===== src/rtl/reclock_detect.sv =====
// Frequency detector for the ReClock divided-clock line: measures the period of
// a same-clock square wave, recovers its 2-bit code and reports lock and errors.
module reclock_detect #(
    parameter int unsigned HALF_0 = 1,
    parameter int unsigned HALF_1 = 2,
    parameter int unsigned HALF_2 = 4,
    parameter int unsigned HALF_3 = 8,
    parameter int unsigned TOL    = 0,
    parameter int unsigned LOCK_N = 2,
    parameter int unsigned CNT_W  = 8
) (
    input  logic             CLK,
    input  logic             RESET_n,
    input  logic             enable,
    input  logic             in,
    output logic [1:0]       frecuency,
    output logic             valid,
    output logic             error,
    output logic [CNT_W-1:0] period
);

    localparam int unsigned      MW      = $clog2(LOCK_N + 1);
    localparam logic [CNT_W-1:0] CNT_MAX = {CNT_W{1'b1}};
    localparam logic [CNT_W-1:0] CNT_PRE = CNT_MAX - CNT_W'(1);

    typedef enum logic [1:0] {
        S_IDLE,
        S_ARM,
        S_MEAS,
        S_LOCK
    } state_e;

    state_e           state_q;
    logic             sync1_q;
    logic             sync2_q;
    logic             edge_q;
    logic [CNT_W-1:0] cnt_q;
    logic [MW-1:0]    match_q;
    logic [1:0]       cand_q;
    logic [1:0]       freq_q;
    logic             valid_q;
    logic             error_q;
    logic [CNT_W-1:0] period_q;

    logic             rise_c;
    logic [3:0]       hit_c;
    logic             any_c;
    logic [1:0]       code_c;
    logic [MW-1:0]    match_inc_c;

    // True when measured period p lies within TOL of the full period 2*half.
    function automatic logic near(input logic [CNT_W-1:0] p, input int unsigned half);
        int d;
        d = int'(p) - int'(2 * half);
        return (d <= int'(TOL)) && (-d <= int'(TOL));
    endfunction

    assign rise_c = sync2_q & ~edge_q;

    // Classify the running count; lowest code wins on overlapping windows.
    always_comb begin
        hit_c       = {near(cnt_q, HALF_3), near(cnt_q, HALF_2),
                       near(cnt_q, HALF_1), near(cnt_q, HALF_0)};
        any_c       = |hit_c;
        code_c      = 2'd3;
        if (hit_c[2]) code_c = 2'd2;
        if (hit_c[1]) code_c = 2'd1;
        if (hit_c[0]) code_c = 2'd0;
        match_inc_c = match_q + MW'(1);
    end

    always_ff @(posedge CLK or negedge RESET_n) begin
        if (!RESET_n) begin
            state_q  <= S_IDLE;
            sync1_q  <= 1'b0;
            sync2_q  <= 1'b0;
            edge_q   <= 1'b0;
            cnt_q    <= '0;
            match_q  <= '0;
            cand_q   <= 2'd0;
            freq_q   <= 2'd0;
            valid_q  <= 1'b0;
            error_q  <= 1'b0;
            period_q <= '0;
        end else begin
            sync1_q <= in;
            sync2_q <= sync1_q;
            edge_q  <= sync2_q;
            error_q <= 1'b0;
            if (!enable) begin
                state_q <= S_IDLE;
                valid_q <= 1'b0;
                cnt_q   <= '0;
                match_q <= '0;
            end else if (state_q == S_IDLE) begin
                state_q <= S_ARM;
                cnt_q   <= '0;
                match_q <= '0;
            end else if (rise_c) begin
                cnt_q <= CNT_W'(1);
                case (state_q)
                    S_ARM: state_q <= S_MEAS;
                    S_MEAS: begin
                        period_q <= cnt_q;
                        if (!any_c) begin
                            error_q <= 1'b1;
                            match_q <= '0;
                        end else if (code_c == cand_q) begin
                            match_q <= match_inc_c;
                            if (match_inc_c >= MW'(LOCK_N)) begin
                                freq_q  <= code_c;
                                valid_q <= 1'b1;
                                state_q <= S_LOCK;
                            end
                        end else begin
                            cand_q  <= code_c;
                            match_q <= MW'(1);
                        end
                    end
                    S_LOCK: begin
                        period_q <= cnt_q;
                        if (!any_c || (code_c != freq_q)) begin
                            valid_q <= 1'b0;
                            state_q <= S_MEAS;
                            if (any_c) begin
                                cand_q  <= code_c;
                                match_q <= MW'(1);
                            end else begin
                                error_q <= 1'b1;
                                match_q <= '0;
                            end
                        end
                    end
                    default: state_q <= S_IDLE;
                endcase
            end else if (cnt_q == CNT_PRE) begin
                // Reaching saturation is a one-shot timeout; a saturated count stays silent.
                cnt_q   <= CNT_MAX;
                error_q <= 1'b1;
                valid_q <= 1'b0;
                match_q <= '0;
                state_q <= S_ARM;
            end else if (cnt_q != CNT_MAX) begin
                cnt_q <= cnt_q + CNT_W'(1);
            end
        end
    end

    assign frecuency = freq_q;
    assign valid     = valid_q;
    assign error     = error_q;
    assign period    = period_q;

endmodule

===== config.mk =====
export PLATFORM = sky130hd
export DESIGN_NAME = reclock_detect
export DESIGN_NICKNAME = d
export VERILOG_FILES = /design/src/rtl/reclock_detect.sv
export SDC_FILE = /design/constraint.sdc
export NUM_CORES = 1
export LEC_CHECK = 0
export BUFFER_PORTS_ARGS = -buffer_cell sky130_fd_sc_hd__buf_2
export CAP_MARGIN = 20
export CORE_ASPECT_RATIO = 1.2
export CORE_MARGIN = 2
export CORE_UTILIZATION = 35
export CTS_BUF_LIST = sky130_fd_sc_hd__clkbuf_8
export CTS_CLUSTER_DIAMETER = 60
export DETAILED_ROUTE_END_ITERATION = 7
export REMOVE_ABC_BUFFERS = 1
export SETUP_SLACK_MARGIN = 0.15
export SYNTH_ARGS = -nofsm -noshare
export SYNTH_HDL_FRONTEND = slang
export SYNTH_SLANG_ARGS = --single-unit

===== constraint.sdc =====
create_clock -name CLK -period 6.1 [get_ports CLK]
set_clock_uncertainty 0.05 [all_clocks]
set_input_delay 1.22 -clock CLK [delete_from_list [all_inputs] [get_ports CLK]]
set_output_delay 1.22 -clock CLK [all_outputs]
set_load 0.005 [all_outputs]

==> results of run 1 <==
## synthesized netlist by cell type (all sizes together), types with 5 or more instances
library cell / n / area, µm²
a21oi: 7 / 35.03
buf: 5 / 36.28
clkbuf: 8 / 30.03
dfrtp: 29 / 725.7
ha: 61 / 763.2
inv: 16 / 60.06
mux2: 12 / 138.9
mux2i: 5 / 50.05
nand2: 37 / 146.4
nand2b: 17 / 106.4
nand3: 27 / 135.1
nor2: 15 / 56.30
nor2b: 7 / 43.79
nor3: 7 / 40.04
nor4b: 9 / 78.83
o211ai: 5 / 42.54
o21ai: 8 / 40.03
xnor2: 18 / 176.4
xor2: 7 / 61.31
## worst register-to-register path: stages, from the launching register on
cell and delay, ns:
dfrtp_1 0.53, inv_1 0.26, ha_1 0.34, nand3_1 0.11, nand3_1 0.10, xnor2_1 0.16
nor3_1 0.26, and3_1 0.33, nand2b_1 0.10, ha_1 0.27, nor4b_1 0.22, nand4_1 0.14
or4_4 0.50, a2111oi_4 0.34, a32oi_2 0.21, a21boi_2 0.25, xor2_1 0.45, nor3_1 0.11
nor3b_2 0.25, mux2_1 0.34
## area by class of cell
class,instances,area (µm²),area share [%]
Tap cell,123,153.9,4.074
Timing Repair Buffer,22,127.6,3.379
Inverter,17,63.81,1.689
Sequential cell,29,725.7,19.21
Clock inverter,2,33.78,0.8943
Clock buffer,6,82.58,2.186
Multi-Input combinational cell,315,2590,68.57
## per-stage QoR
stage	area (µm²)	setup WS, ns	hold slack (ns)
finish	3777	0.6596	0.3057
floorplan	3379	1.160	0.2812
global placement	3646	0.7413	0.2919
global route	3777	0.1926	0.3171
detailed placement	3646	0.5464	0.2942
CTS	3762	0.4972	0.3095
## kinds of logic after synthesis
family | Yosys count | synth area share, %
flip-flops | 29 | 21.06
XOR/XNOR | 25 | 6.899
AO/OA/AOI/OAI | 57 | 14.82
AND/OR/NAND/NOR | 155 | 25.82
multiplexers | 17 | 5.483
adder cells (fa/ha/maj) | 61 | 22.15
buffers and inverters | 30 | 3.776
## per-layer routing
layer | part of all wire, % | GRT usage (%) | vias up | wire [µm]
li1 | - | - | 1401 | -
met3 | 1.7 | 1.265 | 20 | 128
met2 | 51 | 28.19 | 44 | 3917
met4 | 3.2 | 7.923 | 0 | 248
met1 | 44 | 18.46 | 1332 | 3409
met5 | 0 | 0 | - | 0
## where the power goes
part	switching, W	leakage (nW)	internal [W]
Combinational	0.0000321	1.20	0.0000193
Clock	0.0000703	0.0626	0.000131
Sequential	0.00000279	0.385	0.000195
## path summary, 6_finish.rpt
check | from | end | slack, ns | cells past startpoint
setup / recovery | cnt_q[2] | cand_q[0] | 0.66 | 19
hold / removal | sync1_q | sync2_q | 0.31 | 0
setup reg to reg | cnt_q[2] | cand_q[0] | 0.66 | 19
hold reg to reg | sync1_q | sync2_q | 0.31 | 0
max in group asynchronous | RESET_n | cnt_q[3] | 4.67 | 1
min in group asynchronous | RESET_n | valid | 0.91 | 1
## state kept, by name (all words and copies together), names as in the netlist
signal     flops
edge_q         1
frecuency      2
sync2_q        1
cnt_q          8
match_q        2
sync1_q        1
period         8
error          1
valid          1
cand_q         2
state_q        2
==> out/results.md, run 1 <==
| Step | Result | This run |
|---|---|---|
| clocking | Number of setup buffers added after CTS | 0 |
| yosys | Yosys synthesis warning count | 0 |
| floorplanning | Die Width | 94.58 µm |
| layout | Leading cell types in the layout, fill and taps excluded | 61 x ha_1, 36 x nand2_1, 29 x dfrtp_1, 27 x nand3_1 |
| global routing | Global-route total usage across every layer | 15.69% |
| worst setup path | Slowest stage delay, CP | 0.53 ns |
| global routing | Vias in the first global route | 2848 |
| worst setup path | Count of buffer and inverter cells on the critical path | 1 |
| pwr | Static leakage power | 1.644 nW |
| worst setup path | Worst Path Max Fanout | 9 |
| yosys | Synthesized area | 3446 µm² |
| layout | Diodes inserted | 0 |
| worst setup path | Slowest-stage cell, CP | dfrtp_1 |
| global routing | Wire length of the first global-routing pass | 13340 µm |
| yosys | Most used flip-flop cell after synthesis | dfrtp_1 |
| clocking | Clock slew at reported path FFs | 0.06 ns |
| floorplanning | Chip height | 112.7 µm |
| worst setup path | Cells along the critical path | inv_1 -> ha_1 -> nand3_1 -> nand3_1 -> xnor2_1 -> nor3_1 -> and3_1 -> nand2b_1 -> ha_1 -> nor4b_1 -> nand4_1 -> or4_4 -> a2111oi_4 -> a32oi_2 -> a21boi_2 -> xor2_1 -> nor3_1 -> nor3b_2 -> mux2_1 |
| sta | Relative slew slack | 36.92% |
| clocking | CTS tree | yes |
| layout | Total of fill cells in the finished design | 1012 |
| worst setup path | Critical Path Start Type | flop |
| status | Result of the run | finished clean |
| sta | Setup violations, final | 0 |
| sta | Transition at the pin with the smallest max-transition slack | 0.9399 ns |
| detailed routing | Via/cell ratio | 5.442 |
| layout | Area growth from synthesis to final layout | 9.622% |
| yosys | Mean instance size in the synthesized netlist | 9.213 µm² |
| worst setup path | Data arrival at the endpoint of the critical path | 5.56 ns |
| clocking | Hold-fix buffer count after cts | 0 |
| clocking | CTS sink count | 29 |
| floorplanning | Count of standard-cell rows | 39 |
| clocking | Master cell of the clock root buffer | clkbuf_8 |
| yosys | Async set-or-reset flop fraction in the synthesized netlist | 100.0% |
| detailed routing | Residual antenna-violating net count after detailed routing | 0 |
| place | PortBufs | 15 |
| worst setup path | CP top delay family | simple AND/OR/NAND/NOR gates |
| pwr | Peak supply drop | 147.5 µV |
| floorplanning | Placeable core region | 9564 µm² |
| detailed routing | Post-detailed-route wirelength per cell | 14.99 µm |
| global routing | Initial antenna violation count | 0 |
| yosys | Synth cell types | 74 |
| floorplanning | Boundary pin count | 16 |
| layout | Number of standard cells in the final layout excluding fillers | 514 |
| yosys | Synthesis-stage register bit count | 29 |
| sta | Crit share post-route | 89.19% |
| detailed routing | Total number of vias | 2797 |
| sta | Aggregate negative setup slack | 0 ns |
| sta | Shortest period the worst path allows | 5.440 ns |
| global routing | Overflow left after global routing | 0 |
| clocking | CTS resizes | 0 |
| layout | Layout Nets | 455 |
| clocking | Maximum level of the CTS H-tree | 2 |
| detailed routing | Detailed Route Iter0 Violations | 72 |
| sta | FMAX | 183.8 MHz |
| flow run | Maxcap violations | 0 |
| detailed routing | Drt drc | 0 |
| layout | Post-layout util | 39.50% |
| clocking | Clock latency reported for the late side of the worst-skew pair | 0.29 ns |
| yosys | Post-synth EDFFs | 0 |
| layout | Share of final-layout standard cells stronger than drive strength 1 | 15.86% |
| detailed routing | Final routed wirelength across all metal layers | 7703 µm |
| place | Cells after DPL | 504 |
| floorplanning | Starting utilization of the core area | 36.03% |
| floorplanning | Area of the die | 10660 µm² |
| pwr | Power Dens Cells | 119.2 nW/µm² |
| worst setup path | Worst setup EP type | flop |
| hold path | Class of the most critical hold timing path | reg -> reg |
| sta | RSZ-0062 raised after global routing | false |
| sta | Number of max-slew violations in the final report | 0 |
| clocking | Maximum number of buffers from clock root to sink | 2 |
| pwr | Power Total | 0.0004504 W |
| worst setup path | CP Class | reg -> reg |
| yosys | Fraction of the yosys area taken by sequential cells | 21.06% |
| global routing | Pin count of the biggest net entering global routing | 30 |
| layout | Most frequent standard cell in the layout excluding fill and tap cells | ha_1 |
| place | Final estimated routing congestion in global placement | 0.8319 |
| sta | Number of endpoints with negative hold slack in the final report | 0 |
| worst setup path | Endpoint required time on the critical path | 6.22 ns |
| detailed routing | First-pass iteration count of the detailed router | 5 |
| place | Hpwl dp | 6092 µm |
| clocking | CTS buffer count | 5 |
| yosys | Number of standard cells after synthesis | 374 |
Power figures use the tool's default switching activity.
==> run 2: changes to the inputs <==
- ABC_AREA: unset -> 1
==> run 2 against run 1 <==
  * Die area grew 6.6%
  * Sequential share of layout area shrank 0.63 points
  * Via count grew 22%
  * Global-route usage shrank 0.17 points
  * First-iteration DRC count grew to 3.4 times the previous value
  * Total power grew 0.30%
  * Register-to-register slack gained 1.2 ns
  * Worst hold slack lost 0.00078 ns
  * Combinational power grew 92%
  * Critical path type unchanged
==> out/results.md, run 2 <==
| Step | Result | This run | Delta |
|---|---|---|---|
| pwr | Switching component of the power | 0.0001414 W | was 0.0001052 W |
| yosys | Fraction of the yosys area taken by sequential cells | 19.71% | was 21.06% |
| worst setup path | R2r worst-path depth | 28 | was 19 |
| floorplanning | Chip height | 116.3 µm | was 112.7 µm |
| clocking | CTS resizes | 0 | unchanged |
| detailed routing | Residual antenna-violating net count after detailed routing | 0 | unchanged |
| global routing | Wire length of the first global-routing pass | 14690 µm | was 13340 µm |
| sta | Crit share post-route | 69.29% | was 89.19% |
| detailed routing | Drt drc | 0 | unchanged |
| pwr | Proportion of power drawn by flip-flops and latches | 46.3% | was 43.9% |
| detailed routing | Detailed Route Iter0 Violations | 242 | was 72 |
| clocking | Number of setup buffers added after CTS | 0 | unchanged |
| worst setup path | Critical Path Start Type | flop | unchanged |
| flow run | Maxcap violations | 0 | unchanged |
| place | PortBufs | 15 | unchanged |
| layout | Share of final-layout standard cells stronger than drive strength 1 | 10.34% | was 15.86% |
| global routing | Global-route total usage across every layer | 15.52% | was 15.69% |
| yosys | Commonest cells in the synthesized netlist | 153 x nand2_1, 67 x nor2_1, 62 x inv_1 | was 61 x ha_1, 36 x nand2_1, 29 x dfrtp_1 |
| worst setup path | Crit path top cell by count | nand2_1 |  |
| detailed routing | Post-detailed-route wirelength per cell | 12.41 µm | was 14.99 µm |
| yosys | Synthesis-stage register bit count | 29 | unchanged |
| layout | Summed area of non-filler cells in the final layout | 3906 µm² | was 3777 µm² |
| worst setup path | Crit Reg-Reg Startpoint | cnt_q[3] | was cnt_q[2] |
| yosys | Number of standard cells after synthesis | 549 | was 374 |
| worst setup path | Worst setup EP type | flop | unchanged |
| sta | Relative slew slack | 56.05% | was 36.92% |
| clocking | CTS buffer count | 5 | unchanged |
| clocking | Maximum level of the CTS H-tree | 2 | unchanged |
| sta | Number of max-slew violations in the final report | 0 | unchanged |
| worst setup path | Worst Path Max Fanout | 11 | was 9 |
| clocking | Master cell of the clock root buffer | clkbuf_8 | unchanged |
| yosys | Mean instance size in the synthesized netlist | 6.705 µm² | was 9.213 µm² |
| clocking | CTS tree | yes | unchanged |
| sta | Number of endpoints with negative hold slack in the final report | 0 | unchanged |
| sta | Shortest period the worst path allows | 4.227 ns | was 5.440 ns |
| layout | Area growth from synthesis to final layout | 6.118% | was 9.622% |
| sta | RSZ-0062 raised after global routing | false | unchanged |
| floorplanning | Placeable core region | 10360 µm² | was 9564 µm² |
| detailed routing | First-pass iteration count of the detailed router | 4 | was 5 |
| pwr | Switching Fraction | 31.30% | was 23.35% |
| place | Placement Cell Area | 3832 µm² | was 3646 µm² |
| yosys | Yosys synthesis warning count | 0 | unchanged |
| global routing | Overflow left after global routing | 0 | unchanged |
| yosys | Async set-or-reset flop fraction in the synthesized netlist | 100.0% | unchanged |
| global routing | Pin count of the biggest net entering global routing | 30 | unchanged |
| clocking | CTS sink count | 29 | unchanged |
| floorplanning | Count of standard-cell rows | 41 | was 39 |
| layout | Most frequent standard cell in the layout excluding fill and tap cells | nand2_1 | was ha_1 |
| hold path | End point of the most critical hold path | sync2_q | unchanged |
| pwr | Power Dens Cells | 115.7 nW/µm² | was 119.2 nW/µm² |
| clocking | Clock latency reported for the late side of the worst-skew pair | 0.28 ns | was 0.29 ns |
| floorplanning | Die Width | 97.62 µm | was 94.58 µm |
| worst setup path | Data arrival at the endpoint of the critical path | 4.35 ns | was 5.56 ns |
| yosys | Synth cell types | 39 | was 74 |
| pwr | Static leakage power | 2.097 nW | was 1.644 nW |
| worst setup path | CP Class | reg -> reg | unchanged |
| layout | Diodes inserted | 0 | unchanged |
| hold path | Class of the most critical hold timing path | reg -> reg | unchanged |
| layout | Total of fill cells in the finished design | 1125 | was 1012 |
| yosys | Synthesized area | 3681 µm² | was 3446 µm² |
| status | Result of the run | finished clean | unchanged |
| worst setup path | Worst reg2reg setup slack | 1.87 ns | was 0.66 ns |
| layout | Layout Nets | 627 | was 455 |
| hold path | Worst min-delay path startpoint | sync1_q | unchanged |
| yosys | Post-synth top area share | 20.73% | was 22.15% |
| yosys | Post-synth top area cell | ha_1 | unchanged |
| yosys | Most common cell in the synthesized netlist | nand2_1 | was ha_1 |
| global routing | Initial antenna violation count | 0 | unchanged |
| yosys | Most used flip-flop cell after synthesis | dfrtp_1 | unchanged |
| floorplanning | Area of the die | 11360 µm² | was 10660 µm² |
| pwr | Combinational cell fraction of total power | 21.9% | was 11.4% |
| place | Hpwl dp | 6811 µm | was 6092 µm |
| detailed routing | Final routed wirelength across all metal layers | 8563 µm | was 7703 µm |
| worst setup path | Slowest-stage cell, CP | dfrtp_1 | unchanged |
| sta | Aggregate negative setup slack | 0 ns | unchanged |
| global routing | Vias in the first global route | 3284 | was 2848 |
| sta | FMAX | 236.6 MHz | was 183.8 MHz |
| clocking | Maximum number of buffers from clock root to sink | 2 | unchanged |
| clocking | Clock slew at reported path FFs | 0.06 ns | about the same |
| detailed routing | Via/cell ratio | 4.928 | was 5.442 |
| sta | Setup violations, final | 0 | unchanged |
| worst setup path | Endpoint required time on the critical path | 6.22 ns | about the same |
| place | Final estimated routing congestion in global placement | 0.8664 | was 0.8319 |
| layout | Leading cell types in the layout, fill and taps excluded | 153 x nand2_1, 67 x nor2_1, 62 x inv_1, 61 x ha_1, 43 x nand3_1 | was 61 x ha_1, 36 x nand2_1, 29 x dfrtp_1, 27 x nand3_1 |
| detailed routing | Total number of vias | 3400 | was 2797 |
| floorplanning | Boundary pin count | 16 | unchanged |
| worst setup path | R2r endpoint | state_q[0] | was cand_q[0] |
| pwr | P_int | 0.0003104 W | was 0.0003452 W |
| yosys | Biggest area contributors in the synthesized netlist | ha_1 21%, dfrtp_1 20%, nand2_1 16% | was ha_1 22%, dfrtp_1 21%, xnor2_1 4.3% |
| yosys | Post-synth EDFFs | 0 | unchanged |
| clocking | Hold-fix buffer count after cts | 0 | unchanged |
| worst setup path | Slowest stage delay, CP | 0.50 ns | was 0.53 ns |
| floorplanning | Starting utilization of the core area | 35.52% | was 36.03% |
| pwr | Clk network pwr share | 31.8% | was 44.7% |
| pwr | Peak supply drop | 161.1 µV | was 147.5 µV |
| hold path | Hold Path Stages | 0 | unchanged |
| sta | Transition at the pin with the smallest max-transition slack | 0.6593 ns | was 0.9399 ns |
==> run 2: cell types whose count changed after synthesis, sizes merged, moves of 7 or more <==
cell    previous run  this run
inv               16        68
nor4b              9         0
nand4              4        18
mux2              12         0
xnor2             18         2
nand2             37       167
nand2b            17         1
nand3             27        49
o21ai              8        23
nor2              15        74
nor2b              7         0
==> run 2: worst max-delay path by stage <==
| stage | from | end | slack [ns] | cells past startpoint |
|---|---|---|---|---|
| after floorplan | cnt_q[3] | state_q[0] | 2.45 | 28 |
| after global placement | cnt_q[3] | state_q[0] | 1.95 | 26 |
| after detailed placement | cnt_q[3] | match_q[0] | 1.84 | 26 |
| after CTS | cnt_q[3] | match_q[0] | 1.82 | 26 |
| after global routing | cnt_q[3] | state_q[0] | 1.32 | 28 |
| final | cnt_q[3] | state_q[0] | 1.87 | 28 |
==> run 2: per-layer routing <==
metal | GRT usage [%] | vias up | part of all wire (%)
li1 | - | 1799 | -
met1 | 19.38 | 1547 | 46
met4 | 4.722 | 0 | 1.6
met5 | 0 | - | 0
met2 | 28.37 | 44 | 50
met3 | 1.676 | 10 | 2.8
==> run 2: critical path: cells and delay by family (launching register included) <==
kind	cells	cell delay, ns
flip-flops	1	0.50
AO/OA/AOI/OAI	1	0.20
AND/OR/NAND/NOR	23	2.30
buffers and inverters	2	0.39
adder cells (fa/ha/maj)	2	0.69
==> run 2: layout make-up <==
cell class                 count  area, µm²  area share [%]
clock buffer                   5      68.82           1.762
inverter                      68      255.2           6.534
timing repair buffer          15      75.07           1.922
tap                          129      161.4           4.132
sequential                    29      725.7           18.58
multi-input combinational    443       2615           66.94
clock inverter                 1      5.005          0.1281
==> run 2: logic make-up after synthesis <==
group / share of synthesized area [%]
buf+inv: 9.245
simple gates: 40.59
compound gates: 6.867
flops: 19.71
fa+ha+maj: 20.73
xor+xnor: 2.855
==> run 2: power groups by stage <==
stage               combinational [W]  clock [W]  sequential (W)
detailed placement          0.0000991          0        0.000213
CTS                         0.0000995   0.000149        0.000209
floorplan                   0.0000707          0        0.000211
global placement            0.0000985          0        0.000212
finish                      0.0000988   0.000144        0.000209
global route                 0.000116   0.000157        0.000210
==> run 2: metrics by stage <==
step,total power [W],hold WS (ns),util (%),std cells,worst slack [ns]
floorplan,0.0002816,0.2812,-,540,2.454
global placement,0.0003106,0.2959,36.98,684,1.949
detailed placement,0.0003118,0.2865,36.98,684,1.841
CTS,0.0004576,0.3087,37.70,690,1.821
global route,0.0004831,0.3163,37.70,690,1.318
finish,0.0004518,0.3049,37.70,690,1.873
==> run 3: changes to the inputs <==
- clock period: 6.1 -> 3.7 ns (I/O delays scaled with it)
==> run 3 against run 2 <==
  * Total power grew 75%
  * Fmax up 18%
  * Sequential share of layout area is 2.2 points lower
  * Via count rose by 6.5%
  * Highest routed layer unchanged
  * Worst hold slack gained 0.0026 ns
  * Critical path type unchanged
  * Core utilization increased by 5.2 points
  * Register-to-register slack worse by 1.7 ns
==> out/results.md, run 3 (synthesis gave the netlist of run 2 again) <==
| Step | Result | This run | Delta |
|---|---|---|---|
| layout | Layout Nets | 667 | was 627 |
| floorplanning | Area of the die | 11360 µm² | unchanged |
| sta | Smallest setup slack after layout | 0.1320 ns | was 1.873 ns |
| pwr | Clk network pwr share | 32.1% | was 31.8% |
| sta | Shortest period the worst path allows | 3.568 ns | was 4.227 ns |
| clocking | Clock latency reported for the late side of the worst-skew pair | 0.30 ns | was 0.28 ns |
| clocking | CTS sink count | 29 | unchanged |
| layout | Area growth from synthesis to final layout | 20.63% | was 6.118% |
| hold path | Class of the most critical hold timing path | reg -> reg | unchanged |
| global routing | Global-route total usage across every layer | 16.39% | was 15.52% |
| floorplanning | Starting utilization of the core area | 35.52% | unchanged |
| global routing | Pin count of the biggest net entering global routing | 30 | unchanged |
| layout | Diodes inserted | 0 | unchanged |
| detailed routing | Drt drc | 0 | unchanged |
| place | Final estimated routing congestion in global placement | 0.8742 | was 0.8664 |
| detailed routing | Total number of vias | 3621 | was 3400 |
| pwr | Switching Fraction | 32.39% | was 31.30% |
| detailed routing | Detailed Route Iter0 Violations | 155 | was 242 |
| global routing | Vias in the first global route | 3482 | was 3284 |
| place | Hpwl dp | 7223 µm | was 6811 µm |
| detailed routing | Final routed wirelength across all metal layers | 9124 µm | was 8563 µm |
| floorplanning | Boundary pin count | 16 | unchanged |
| worst setup path | Worst Path Max Fanout | 7 | was 11 |
| pwr | Peak supply drop | 244.3 µV | was 161.1 µV |
| flow run | Maxcap violations | 0 | unchanged |
| pwr | Combinational cell fraction of total power | 24.9% | was 21.9% |
| pwr | Switching component of the power | 0.0002564 W | was 0.0001414 W |
| detailed routing | Residual antenna-violating net count after detailed routing | 0 | unchanged |
| sta | Crit share post-route | 96.43% | was 69.29% |
| floorplanning | Placeable core region | 10360 µm² | unchanged |
| global routing | GRT met3 Usage | 1.317% | was 1.676% |
| sta | Relative slew slack | 56.12% | was 56.05% |
| layout | Area of combinational cells with multiple inputs | 2830 µm² | was 2615 µm² |
| clocking | CTS tree | yes | unchanged |
| pwr | Static leakage power | 2.337 nW | was 2.097 nW |
| place | Pre-CTS WS | -0.04413 ns | was 1.841 ns |
| layout | Summed area of non-filler cells in the final layout | 4441 µm² | was 3906 µm² |
| global routing | GR Util met1 | 19.21% | was 19.38% |
| sta | Transition at the pin with the smallest max-transition slack | 0.6582 ns | was 0.6593 ns |
| worst setup path | Slowest stage delay, CP | 0.41 ns | was 0.50 ns |
| layout | Leading cell types in the layout, fill and taps excluded | 138 x nand2_1, 63 x nor2_1, 58 x inv_1, 54 x ha_1, 41 x nand3_1 | was 153 x nand2_1, 67 x nor2_1, 62 x inv_1, 61 x ha_1, 43 x nand3_1 |
| place | Placement Cell Area | 4028 µm² | was 3832 µm² |
| layout | Post-layout util | 42.85% | was 37.70% |
| clocking | Master cell of the clock root buffer | clkbuf_8 | unchanged |
| floorplanning | Count of standard-cell rows | 41 | unchanged |
| global routing | GRT Max-Usage Layer | met2 | unchanged |
| global routing | Wire length of the first global-routing pass | 15510 µm | was 14690 µm |
| worst setup path | CP Class | reg -> reg | unchanged |
| global routing | Initial antenna violation count | 0 | unchanged |
| worst setup path | Worst setup EP type | flop | unchanged |
| worst setup path | Endpoint required time on the critical path | 3.84 ns | was 6.22 ns |
| layout | Most frequent standard cell in the layout excluding fill and tap cells | nand2_1 | unchanged |
| worst setup path | Critical Path Start Type | flop | unchanged |
| clocking | Maximum level of the CTS H-tree | 2 | unchanged |
| layout | Total of fill cells in the finished design | 1096 | was 1125 |
| pwr | Power Dens Cells | 178.3 nW/µm² | was 115.7 nW/µm² |
| floorplanning | Die Width | 97.62 µm | unchanged |
| sta | Number of max-slew violations in the final report | 0 | unchanged |
| clocking | Maximum number of buffers from clock root to sink | 2 | unchanged |
| sta | RSZ-0062 raised after global routing | true | was false |
| clocking | Clock slew at reported path FFs | 0.07 ns | was 0.06 ns |
| global routing | Overflow left after global routing | 0 | unchanged |
| floorplanning | Chip height | 116.3 µm | unchanged |
| clocking | CTS buffer count | 5 | unchanged |
| place | PortBufs | 15 | unchanged |
| sta | FMAX | 280.3 MHz | was 236.6 MHz |
| sta | Setup violations, final | 0 | unchanged |
| layout | Sequential cell area | 725.7 µm² | unchanged |
| detailed routing | Post-detailed-route wirelength per cell | 12.46 µm | was 12.41 µm |
| global routing | Met2 Resource Use GR | 31.54% | was 28.37% |
| layout | Share of final-layout standard cells stronger than drive strength 1 | 22.55% | was 10.34% |
| detailed routing | First-pass iteration count of the detailed router | 4 | unchanged |
| pwr | P_int | 0.0005352 W | was 0.0003104 W |
| status | Result of the run | finished clean | unchanged |
| worst setup path | Data arrival at the endpoint of the critical path | 3.70 ns | was 4.35 ns |
| sta | Number of endpoints with negative hold slack in the final report | 0 | unchanged |
| detailed routing | Via/cell ratio | 4.947 | was 4.928 |
| worst setup path | Slowest-stage cell, CP | dfrtp_1 | unchanged |
| clocking | Hold-fix buffer count after cts | 0 | unchanged |
| pwr | Proportion of power drawn by flip-flops and latches | 43.0% | was 46.3% |
## run 3: cell count changes in the layout (fill, tap and decap cells not counted), moves of 7 or more
cell and delta:
buf_4 +40, ha_1 -7, ha_4 +7, nand2_1 -15, nand2_2 +11
## run 3: path summary, 6_finish.rpt
kind | from | endpoint | slack, ns | cells past startpoint
min in group asynchronous | RESET_n | match_q[0] | 0.42 | 1
hold reg to reg | sync1_q | sync2_q | 0.31 | 0
setup reg to reg | cnt_q[4] | state_q[0] | 0.13 | 28
setup / recovery | cnt_q[4] | state_q[0] | 0.13 | 28
hold / removal | sync1_q | sync2_q | 0.31 | 0
max in group asynchronous | RESET_n | period[0] | 2.74 | 1
## run 3: per-stage QoR
step                      hold WS [ns]  TNS [ns]  std cells   power, W
final                           0.3074         0        732  0.0007916
after global routing            0.3130    -1.301        732  0.0008407
after CTS                       0.3104         0        720  0.0007809
after detailed placement        0.2872  -0.07679        710  0.0005216
after global placement          0.2939         0        710  0.0005171
after floorplan                 0.2812         0        540  0.0004643
## run 3: cell type report
| type | instances | area share, % |
|---|---|---|
| Multi-Input combinational cell | 443 | 63.74 |
| Sequential cell | 29 | 16.34 |
| Timing Repair Buffer | 55 | 8.453 |
| Inverter | 68 | 5.974 |
| Tap cell | 129 | 3.635 |
| Clock buffer | 5 | 1.550 |
| Clock inverter | 3 | 0.3099 |
## run 3: power by group through the flow
stage	Clock (W)	Sequential, W	Combinational, W
after floorplan	0	0.000348	0.000117
after global placement	0	0.000345	0.000172
after detailed placement	0	0.000346	0.000176
after CTS	0.000263	0.000340	0.000177
after global routing	0.000274	0.000342	0.000224
final	0.000254	0.000341	0.000197
## run 3: timing repair
action / in CTS / in global routing
buffers inserted: 2 / 12
gates resized for setup: 9 / 50
pin swaps: 3 / 19
endpoints found under the setup margin: 9 / 9
## run 3: per-layer routing
| metal | wire, µm | vias up |
|---|---|---|
| met5 | 0 | - |
| met4 | 149 | 0 |
| met3 | 191 | 13 |
| met2 | 4765 | 43 |
| met1 | 4017 | 1682 |
| li1 | - | 1883 |
## run 3: critical path, delay by kind of cell, from the launching register on
| kind | cells | cell delay (ns) |
|---|---|---|
| buf+inv | 2 | 0.18 |
| simple gates | 23 | 2.19 |
| flops | 1 | 0.41 |
| fa+ha+maj | 2 | 0.46 |
| compound gates | 1 | 0.16 |
